==> src/rtl/btn_up_down_cond.sv <==
// btn_up_down_cond: conditions two raw push buttons (up/down) into clean
// one-cycle step pulses plus a qualifying enable strobe for the hour counter.
// Path per button: 2-flop synchroniser -> counter debounce -> shared press/hold FSM.
// Optional feature: define BTN_AUTO_REPEAT_EN to add auto-repeat while a single
// button is held. With it undefined, no repeat counter is built and a press
// yields exactly one step.
module btn_up_down_cond #(
  parameter int DEB_MAX    = 250000,
  parameter int REP_DELAY  = 25000000,
  parameter int REP_PERIOD = 10000000
) (
  input  logic clk,
  input  logic rst,
  input  logic btn_up,
  input  logic btn_down,
  output logic up,
  output logic down,
  output logic en
);

  localparam int NUM_BTN = 2;
  localparam int DEB_W   = $clog2(DEB_MAX);
  localparam logic [DEB_W-1:0] DEB_LAST = DEB_W'(DEB_MAX - 1);

  localparam logic [1:0] S_IDLE    = 2'd0;
  localparam logic [1:0] S_HELD_UP = 2'd1;
  localparam logic [1:0] S_HELD_DN = 2'd2;
  localparam logic [1:0] S_BOTH    = 2'd3;

  // Reject out-of-range parameters at elaboration time.
  if (DEB_MAX < 2 || DEB_MAX > (1 << 20) - 1 ||
      REP_DELAY < 2 || REP_DELAY > (1 << 26) - 1 ||
      REP_PERIOD < 2 || REP_PERIOD > (1 << 26) - 1) begin : g_bad_param
    $error("btn_up_down_cond: parameter out of legal range");
  end

  // Lane 0 = up, lane 1 = down.
  logic [NUM_BTN-1:0] w_raw;
  logic [NUM_BTN-1:0] r_sync1;
  logic [NUM_BTN-1:0] r_sync2;
  logic [NUM_BTN-1:0] w_stb;

  assign w_raw = {btn_down, btn_up};

  // Two-flop synchroniser for both asynchronous button inputs.
  always_ff @(posedge clk or negedge rst) begin
    if (!rst) begin
      r_sync1 <= '0;
      r_sync2 <= '0;
    end else begin
      r_sync1 <= w_raw;
      r_sync2 <= r_sync1;
    end
  end

  for (genvar g = 0; g < NUM_BTN; g++) begin : g_deb
    logic             r_stb;
    logic [DEB_W-1:0] r_cnt;

    // Flip the stable value only after DEB_MAX consecutive differing samples;
    // any agreeing sample restarts the count, so short glitches never land.
    always_ff @(posedge clk or negedge rst) begin
      if (!rst) begin
        r_stb <= 1'b0;
        r_cnt <= '0;
      end else if (r_sync2[g] == r_stb) begin
        r_cnt <= '0;
      end else if (r_cnt == DEB_LAST) begin
        r_stb <= ~r_stb;
        r_cnt <= '0;
      end else begin
        r_cnt <= r_cnt + 1'b1;
      end
    end

    assign w_stb[g] = r_stb;
  end

  logic       w_stb_up;
  logic       w_stb_dn;
  logic [1:0] r_state;
  logic [1:0] w_nxt;
  logic       w_up_nxt;
  logic       w_dn_nxt;
  logic       w_rep_hit;
  logic       r_up;
  logic       r_dn;
  logic       r_en;

  assign w_stb_up = w_stb[0];
  assign w_stb_dn = w_stb[1];

`ifdef BTN_AUTO_REPEAT_EN
  localparam int REP_W = 26;
  localparam logic [REP_W-1:0] REP_D_LAST = REP_W'(REP_DELAY - 1);
  localparam logic [REP_W-1:0] REP_P_LAST = REP_W'(REP_PERIOD - 1);

  logic [REP_W-1:0] r_rep_cnt;
  logic             r_rep_per;  // first repeat already issued; now use period

  assign w_rep_hit = r_rep_per ? (r_rep_cnt == REP_P_LAST)
                               : (r_rep_cnt == REP_D_LAST);

  // Repeat timer runs only while staying in a single-held state; any state
  // change (entry or exit) restarts it in the initial-delay phase.
  always_ff @(posedge clk or negedge rst) begin
    if (!rst) begin
      r_rep_cnt <= '0;
      r_rep_per <= 1'b0;
    end else if (w_nxt != r_state ||
                 (r_state != S_HELD_UP && r_state != S_HELD_DN)) begin
      r_rep_cnt <= '0;
      r_rep_per <= 1'b0;
    end else if (w_rep_hit) begin
      r_rep_cnt <= '0;
      r_rep_per <= 1'b1;
    end else begin
      r_rep_cnt <= r_rep_cnt + 1'b1;
    end
  end
`else
  assign w_rep_hit = 1'b0;
`endif

  // Press/hold FSM: next state and next-cycle pulse requests.
  always_comb begin
    w_nxt    = r_state;
    w_up_nxt = 1'b0;
    w_dn_nxt = 1'b0;
    case (r_state)
      S_IDLE: begin
        if (w_stb_up && w_stb_dn) begin
          w_nxt = S_BOTH;
        end else if (w_stb_up) begin
          w_nxt    = S_HELD_UP;
          w_up_nxt = 1'b1;
        end else if (w_stb_dn) begin
          w_nxt    = S_HELD_DN;
          w_dn_nxt = 1'b1;
        end
      end
      S_HELD_UP: begin
        if (w_stb_dn)       w_nxt    = S_BOTH;
        else if (!w_stb_up) w_nxt    = S_IDLE;
        else                w_up_nxt = w_rep_hit;
      end
      S_HELD_DN: begin
        if (w_stb_up)       w_nxt    = S_BOTH;
        else if (!w_stb_dn) w_nxt    = S_IDLE;
        else                w_dn_nxt = w_rep_hit;
      end
      S_BOTH: begin
        // Both must clear before a new press counts, so a lingering button
        // never fires on exit.
        if (!w_stb_up && !w_stb_dn) w_nxt = S_IDLE;
      end
      default: w_nxt = S_IDLE;
    endcase
  end

  // State and registered outputs; en is registered alongside the pulses.
  always_ff @(posedge clk or negedge rst) begin
    if (!rst) begin
      r_state <= S_IDLE;
      r_up    <= 1'b0;
      r_dn    <= 1'b0;
      r_en    <= 1'b0;
    end else begin
      r_state <= w_nxt;
      r_up    <= w_up_nxt;
      r_dn    <= w_dn_nxt;
      r_en    <= w_up_nxt | w_dn_nxt;
    end
  end

  assign up   = r_up;
  assign down = r_dn;
  assign en   = r_en;

endmodule

==> config.mk <==
export PLATFORM = sky130hd
export DESIGN_NAME = btn_up_down_cond
export DESIGN_NICKNAME = d
export VERILOG_FILES = /design/src/rtl/btn_up_down_cond.sv
export SDC_FILE = /design/constraint.sdc
export NUM_CORES = 1
export LEC_CHECK = 0
export ABC_AREA = 1
export ABC_CLOCK_PERIOD_IN_PS = 1200
export CAP_MARGIN = 15
export CELL_PAD_IN_SITES_DETAIL_PLACEMENT = 0
export CELL_PAD_IN_SITES_GLOBAL_PLACEMENT = 1
export CORE_AREA = 2 2 79 81
export DETAILED_ROUTE_END_ITERATION = 8
export DIE_AREA = 0 0 81 83
export DONT_BUFFER_PORTS = 1
export PLACE_DENSITY_LB_ADDON = 0.1
export SLEW_MARGIN = 25
export SYNTH_ARGS = -nofsm -noshare
export SYNTH_HDL_FRONTEND = slang
export SYNTH_SLANG_ARGS = --single-unit
export TNS_END_PERCENT = 10
==> constraint.sdc <==
create_clock -name clk -period 1.2 [get_ports clk]
set_input_delay 0.24 -clock clk [delete_from_list [all_inputs] [get_ports clk]]
set_output_delay 0.24 -clock clk [all_outputs]
set_load 0.01 [all_outputs]
Yosys cells after proc, flatten, opt, wreduce, memory -nomap -nowiden --
Cells that the tools add are included.
Word-level totals: logic and storage cells 56, input bits 4, output and inout port bits 3, register bits 47
Cells by class: equal/unequal tests 11, muxes and demuxes 20, bitwise gates (word level) 5, add/subtract/negate cells 2, reduce and logical (&&, ||, !) cells 8
Operator list (count):
- $mux W18 | 4
- $add A18 B1 Y18 const B | 2
- $eq A18 B18 Y1 const B | 2
- $mux W2 | 8
- $pmux W2 S4 | 1
- $mux W1 | 7
- $ne A3 B3 Y1 const B | 2
- $eq A2 B2 Y1 const B | 2
- $ne A4 B4 Y1 const B | 1
- $not A1 Y1 | 4
- $reduce_and A2 Y1 | 2
- $reduce_and A4 Y1 | 1
- $eq A1 B1 Y1 | 2
- $eq A2 B1 Y1 const B | 1
- $logic_and A1 B1 Y1 | 2
- $logic_not A1 Y1 | 2
- $logic_not A2 Y1 | 1
- $ne A2 B2 Y1 const B | 1
- $or A1 B1 Y1 | 1

Logic depth before layout (Yosys ltp) --
Gate-level depths: netlist of run 1.
depth after elaboration 5, gate-level depth with buffers 9, depth with buffers taken out 9

Worst setup path before layout of run 1 --
No wires, ideal clock.
path kind reg-to-reg, start point register g_deb[0].r_cnt[0], end point register g_deb[0].r_cnt[12], required time 1079 ps, clock period less this slack 1268 ps, data arrival time 1147 ps, cell stages (with the launch flop) 7, setup slack -68 ps, path through dfrtp_1 > ha_1 > nand3_2 > nor2_1 > nand3_1 > nand2_2 > nor2_1
Between the ends: longest elaborated chain between the ends 3
RTL lines:
- start, declared | RTL line 58 | logic [DEB_W-1:0] r_cnt;
- start signal, assigned | RTL line 72 | r_cnt <= r_cnt + 1'b1;
- $add A18 B1 Y18 / $eq A18 B18 Y1 (equally long branches) | RTL line 72, 68
- $mux W18 * | RTL line 68 | end else if (r_cnt == DEB_LAST) begin
- $mux W18 * | RTL line 66 | end else if (r_sync2[g] == r_stb) begin
Every way passes the cells marked *; elsewhere a longest branch is shown, timed or not. A chain may end at the register's enable or synchronous reset.

Worst setup path in the final report of run 1 --
start point register g_deb[0].r_cnt[1], end point register g_deb[0].r_cnt[17]
Same word-level chain as after synthesis.

==> qor.csv, run 1 <==
stage;metric;value;unit
run_status;outcome;finished with violations;
run_status;violations;negative hold slack, negative setup slack;
setup_path;path_max_fanout;3;
routing;wl_per_cell;12.2;um
cells_and_area;layout-drive-gt1-share;35.9;%
flow_run;cap_violations;0;
clocking;cts_sinks;47;
cells_and_area;utilization;56.1;%
grt;grt_max_degree;48;
power_and_ir_drop;max-vdd-ir-drop;0.685;mV
die;die_h;83;um
setup_path;startpoint;g_deb[0].r_cnt[1];
timing;min_period;1.30;ns
routing;ant_nets;0;
logic_synthesis;netlist_area;2440;sq um
logic_synthesis;ys_seq_elements;47;
setup_path;required;1.40;ns
timing;relSlewSlack;82.5;%
grt;grt_overflow;0;
logic_synthesis;synth_top_family_by_area;simple AND/OR/NAND/NOR gates;
timing;rsz0062_at_grt;true;
grt;antenna_found_initial;0;
timing;min_period_over_period;109;%
setup_path;start_kind;flip-flop;
timing;setup_tns;-1.27;ns
setup_path;critical_path_class;flip-flop to flip-flop;
logic_synthesis;synth_area_leader_cell;dfrtp_1;
die;die_w;81;um
logic_synthesis;synth-edff-count;0;
die;rows;28;
die;io_pins;7;
logic_synthesis;yosys-top-cells-area;dfrtp_1 (48%), nor2_1 (11%), nand2_1 (7.4%), nand3_1 (5.1%), nor2_4 (5.1%);
clocking;cts.reportedPaths.clkPinSlew;0.09;ns
logic_synthesis;synth_ff_type;dfrtp_1;
logic_synthesis;synthTopCellsByCount;nor2_1 (71), nand2_1 (48), dfrtp_1 (47), nand3_1 (25), inv_1 (22);
grt;grt_usage;17.5;%
logic_synthesis;yosysTopAreaCellShare;48.1;%
logic_synthesis;synth-xor-area-share;6.76;%
timing;hold_ws;-0.380;ns
routing;totalWireLength;5.30;mm
die;core;5820;sq um
logic_synthesis;synthAdderAreaFrac;1.02;%
cells_and_area;fillCellCount;573;
timing;setup_ws;-0.105;ns
routing;drt_iter0_markers;43;
grt;grt_pass1_wl;9.17;mm
worst_hold_path;hp-class;input port to asynchronous set/reset pin;
logic_synthesis;yosysSeqAreaShare;48.1;%
timing;fmax;0.767;GHz
logic_synthesis;synth_compound_area_share;2.25;%
logic_synthesis;ys_warn_count;0;
cells_and_area;final_cells;434;
die;die_area;6720;sq um
grt;grt_pass1_vias;2050;
setup_path;crit_path_end_kind;flip-flop;
cells_and_area;finalInstanceArea;3260;sq um
power_and_ir_drop;power_density;914;nW/um^2
timing;slew_violations;0;
placement;dp_hpwl;3.93;mm
clocking;hold_buffers;2;
power_and_ir_drop;p_total;0.00298;W
routing;firstDrtPassIters;4;
placement;portBuffers;0;
clocking;clkLatencyLatePin;0.30;ns
clocking;root_buffer;clkbuf_8;
cells_and_area;diodes;0;
timing;final-setup-viol-count;31;
placement;place_area;2940;sq um
cells_and_area;area_growth;33.4;%
timing;hold_viol_final;47;
cells_and_area;nets;364;
clocking;cts_tree;done;
routing;route.detailed.drc;0;
logic_synthesis;post-synth-top-count-cell;nor2_1;
power_and_ir_drop;leakagePower;1.45;nW
logic_synthesis;async_flop_share;100;%
timing;tightest_slew;0.263;ns
logic_synthesis;synth_nets;299;
die;initial_core_util;42.0;%
routing;routed_via_density;4.72;
placement;gp_congestion;0.780;
logic_synthesis;ys_types;21;
clocking;cts_inserted_buffers;5;
logic_synthesis;synth-simple-area-share;37.5;%
setup_path;critical_path_arrival;1.50;ns
clocking;clockBufferDepth;2;
logic_synthesis;synth_cells;293;
logic_synthesis;synthMuxAreaShare;0;%
timing;finClkSkew;0.00484;ns
placement;dp_cells;418;
setup_path;r2r-start;g_deb[0].r_cnt[1];
clocking;htree_levels;2;
logic_synthesis;avgSynthCellArea;8.34;sq um
routing;dr_total_vias;2049;
power by group:
group | switching, W | internal (W) | total (W)
Combinational | 0.0000604 | 0.0000655 | 0.000126
Clock | 0.000552 | 0.000675 | 0.00123
Sequential | 0.0000232 | 0.00161 | 0.00163
final timing paths:
path / slack (ns) / cells after the start / endpoint
setup reg to reg: -0.10 / 8 / g_deb[0].r_cnt[17]
hold / removal: -0.38 / 0 / g_deb[0].r_cnt[8]
hold reg to reg: 0.36 / 0 / r_sync2[0]
max in group asynchronous: 1.48 / 0 / g_deb[1].r_cnt[5]
min in group clk: 0.36 / 0 / r_sync2[0]
setup / recovery: -0.10 / 8 / g_deb[0].r_cnt[17]
cell families after synthesis:
group | after synthesis
AOI/OAI and AO/OA | 11
xor gates and xnor gates | 18
adders and majority gates | 2
buffers and inverters | 28
DFF | 47
and+or+nand+nor | 187
what timing repair did:
action,CTS,global route
setup buffers,4,2
pin swaps,13,8
hold endpoints to repair,49,47
endpoints found under the setup margin,32,36
resized for setup,18,16
layer usage:
layer / track usage (%) / part of all wire, % / up-vias
li1: - / - / 1050
met1: 21.1 / 44 / 977
met2: 30.5 / 52 / 16
met3: 3.26 / 1.8 / 6
met4: 6.16 / 1.5 / 0
met5: 0 / 0 / -
sequential cells by signal, indices dropped and copies added, names as in the netlist:
signal       count
g_deb.r_stb      2
en               1
r_state          2
g_deb.r_cnt     36
r_sync1          2
down             1
up               1
r_sync2          2
layout by cell type (no fill, tap or decap), types with 2 or more instances in the layout:
master and count:
buf_4 55, nand4_1 4, nand2_2 9, ha_4 2, nor3_1 6, dfrtp_2 3
nand2_1 44, nand3_1 22, nor2_4 12, xor2_1 13, clkbuf_8 6, nand3_4 4
dlygate4sd3_1 2, xnor2_1 3, o21ai_0 2, nand2_4 6, o21ai_1 2, dfrtp_1 44
nor3_2 2, inv_2 7, inv_1 20, nor2_1 60, nor2_2 12, nand3_2 4
a21oi_1 7
layout make-up:
class | count | area (sq um) | share of cell area (%)
clock inverters | 2 | 35.0 | 1.07
repair buffers | 58 | 444 | 13.6
flip-flops and latches | 47 | 1180 | 36.2
well taps | 75 | 93.8 | 2.88
multi-input cells | 218 | 1320 | 40.4
clock buffers | 6 | 82.6 | 2.53
inverters | 28 | 108 | 3.30
worst max-delay path, cell delays in order (launching register included):
cell	delay (ns)
dfrtp_1	0.41
buf_6	0.12
nand2_2	0.06
nor2_4	0.16
nand2_4	0.08
nor2_4	0.18
nand3_2	0.09
nand3_2	0.07
nor2_1	0.04
per-stage QoR:
step / setup WS, ns / hold WS (ns)
final: -0.105 / -0.380
after global placement: -0.132 / -0.0546
after floorplan: -0.0402 / -0.0556
after global routing: -0.206 / -0.402
after detailed placement: -0.158 / -0.0546
after CTS: -0.121 / -0.394
Power figures use the tool's default switching activity.
==> run 2, diff against run 1 <==
Settings changed: ABC_CLOCK_PERIOD_IN_PS 1200 to 1400, CORE_AREA 2 2 79 81 to 2 2 75 77, DIE_AREA 0 0 81 83 to 0 0 77 79, SLEW_MARGIN 25 to unset.
Clock period 1.2 ns to 1.4 ns, I/O delays scaled along.
==> qor.csv, run 2 (synthesized netlist as in run 1, its figures left out) <==
stage;metric;value;unit
setup_path;critPathTopFamily;simple AND/OR/NAND/NOR gates;
die;die_h;79;um
clocking;cts_sinks;47;
clocking;htree_levels;2;
cells_and_area;regMostFlops;g_deb.r_cnt;
worst_hold_path;hp-class;flip-flop to flip-flop;
cells_and_area;diodes;0;
cells_and_area;nets;330;
timing;finClkSkew;0.0138;ns
power_and_ir_drop;max-vdd-ir-drop;0.533;mV
timing;final-setup-viol-count;0;
setup_path;critical_path_class;flip-flop to flip-flop;
cells_and_area;finalInstanceArea;2890;sq um
routing;ant_nets;0;
routing;routed_via_density;4.77;
setup_path;critical_path_arrival;1.53;ns
timing;fmax;0.750;GHz
die;die_w;77;um
grt;grt_max_degree;48;
flow_run;cap_violations;0;
setup_path;start_kind;flip-flop;
timing;setup_ws;0.0668;ns
cells_and_area;fillCellCount;558;
setup_path;critical_path.cell_chain;ha_4, nand3_4, nor2_1, nand3_2, nand2_4, nor2_1;
placement;portBuffers;0;
timing;relSlewSlack;80.5;%
clocking;cts.reportedPaths.clkPinSlew;0.10;ns
placement;gp_congestion;0.798;
cells_and_area;final_cell_mix;nor2_1 (70), nand2_1 (47), dfrtp_1 (47);
cells_and_area;multi_input_area;1220;sq um
setup_path;crit_buf_inv;0;
routing;totalWireLength;4.98;mm
timing;tightest_slew;0.292;ns
grt;antenna_found_initial;0;
power_and_ir_drop;leakagePower;1.23;nW
clocking;clkLatencyLatePin;0.31;ns
power_and_ir_drop;power_density;823;nW/um^2
die;initial_core_util;45.8;%
setup_path;path_max_fanout;7;
grt;grt_pass1_vias;1904;
clocking;root_buffer;clkbuf_8;
placement;place_area;2680;sq um
die;rows;27;
run_status;outcome;finished, final reports clean;
grt;grt_usage;18.6;%
timing;min_period;1.33;ns
setup_path;crit_path_end_kind;flip-flop;
clocking;cts_inserted_buffers;5;
cells_and_area;final_common_cell;nor2_1;
setup_path;max_stage_delay;0.42;ns
routing;route.detailed.drc;0;
routing;wl_per_cell;12.5;um
cells_and_area;largest_register_ffs;36;
placement;pre_cts_slack;0.0148;ns
placement;dp_hpwl;3.73;mm
timing;slew_violations;0;
power_and_ir_drop;swShare;25.1;%
power_and_ir_drop;internal_power;0.00178;W
grt;grt_pass1_wl;8.75;mm
timing;hold_viol_final;0;
setup_path;cp_slowest_cell;dfrtp_1;
timing;rsz0062_at_grt;true;
cells_and_area;layout-drive-gt1-share;22.5;%
routing;firstDrtPassIters;4;
die;core;5340;sq um
cells_and_area;area_growth;18.4;%
clocking;cts_tree;done;
timing;min_period_over_period;95.2;%
clocking;clockBufferDepth;2;
setup_path;worst_path_most_repeated_cell;nor2_1;
routing;dr_total_vias;1892;
power_and_ir_drop;comb_power_share;5.3;%
die;die_area;6080;sq um
die;io_pins;7;
power_and_ir_drop;switchingPower;0.000598;W
power_and_ir_drop;clkPwrFrac;36.2;%
routing;drt_iter0_markers;57;
setup_path;required;1.59;ns
grt;grt_overflow;0;
cells_and_area;seqCellArea;1180;sq um
power_and_ir_drop;p_seq_share;58.5;%
==> run 2: final timing paths <==
kind | startpoint | end | slack (ns) | depth (start not counted)
max | g_deb[0].r_cnt[1] | g_deb[0].r_cnt[3] | 0.07 | 6
min | r_sync1[0] | r_sync2[0] | 0.36 | 0
max reg2reg | g_deb[0].r_cnt[1] | g_deb[0].r_cnt[3] | 0.07 | 6
min reg2reg | r_sync1[0] | r_sync2[0] | 0.36 | 0
max in group asynchronous | rst | g_deb[0].r_cnt[3] | 0.70 | 2
min in group asynchronous | rst | g_deb[0].r_cnt[10] | 0.47 | 2
==> run 2: worst register-to-register path, cell delays in order (launching register included) <==
cell	delay, ns
dfrtp_1	0.42
ha_4	0.17
nand3_4	0.10
nor2_1	0.15
nand3_2	0.16
nand2_4	0.16
nor2_1	0.05
==> run 2: final cells by class <==
class | count | share of cell area, %
inverter | 28 | 3.72
timing repair buffer | 24 | 7.18
tap | 72 | 3.11
clock buffer | 5 | 2.38
clock inverter | 3 | 0.821
multi-input combinational | 218 | 42.2
sequential | 47 | 40.6
==> run 2: metrics by stage <==
step	total power (W)	hold slack, ns	std cells	utilization (%)	TNS, ns
global placement	0.00149	-0.0144	384	50.1	0
CTS	0.00240	0.359	396	53.0	0
floorplan	0.00146	-0.0156	293	-	0
detailed placement	0.00149	-0.0144	384	50.1	0
global route	0.00249	0.368	397	54.2	-0.0592
finish	0.00238	0.356	397	54.2	0
==> run 2: power groups by stage <==
stage          Sequential [W]  Clock, W  Combinational, W
5_1_grt               0.00140  0.000942          0.000145
3_5_place_dp          0.00142         0         0.0000770
6_report              0.00139  0.000862          0.000126
2_1_floorplan         0.00142         0         0.0000431
4_1_cts               0.00139  0.000887          0.000122
3_3_place_gp          0.00142         0         0.0000768
==> run 2: timing repair <==
action,CTS,global route
buffers inserted,0,1
endpoints found under the hold margin,49,0
pin swaps,1,5
gates resized for setup,1,13
setup endpoints to repair,5,20
hold buffers,4,0
==> run 2: per-layer routing <==
layer	vias to the layer above	track usage [%]	share of wire (%)
li1	981	-	-
met1	892	22.9	47
met2	13	32.7	50
met3	6	4.09	1.9
met4	0	5.54	1.3
met5	-	0	0
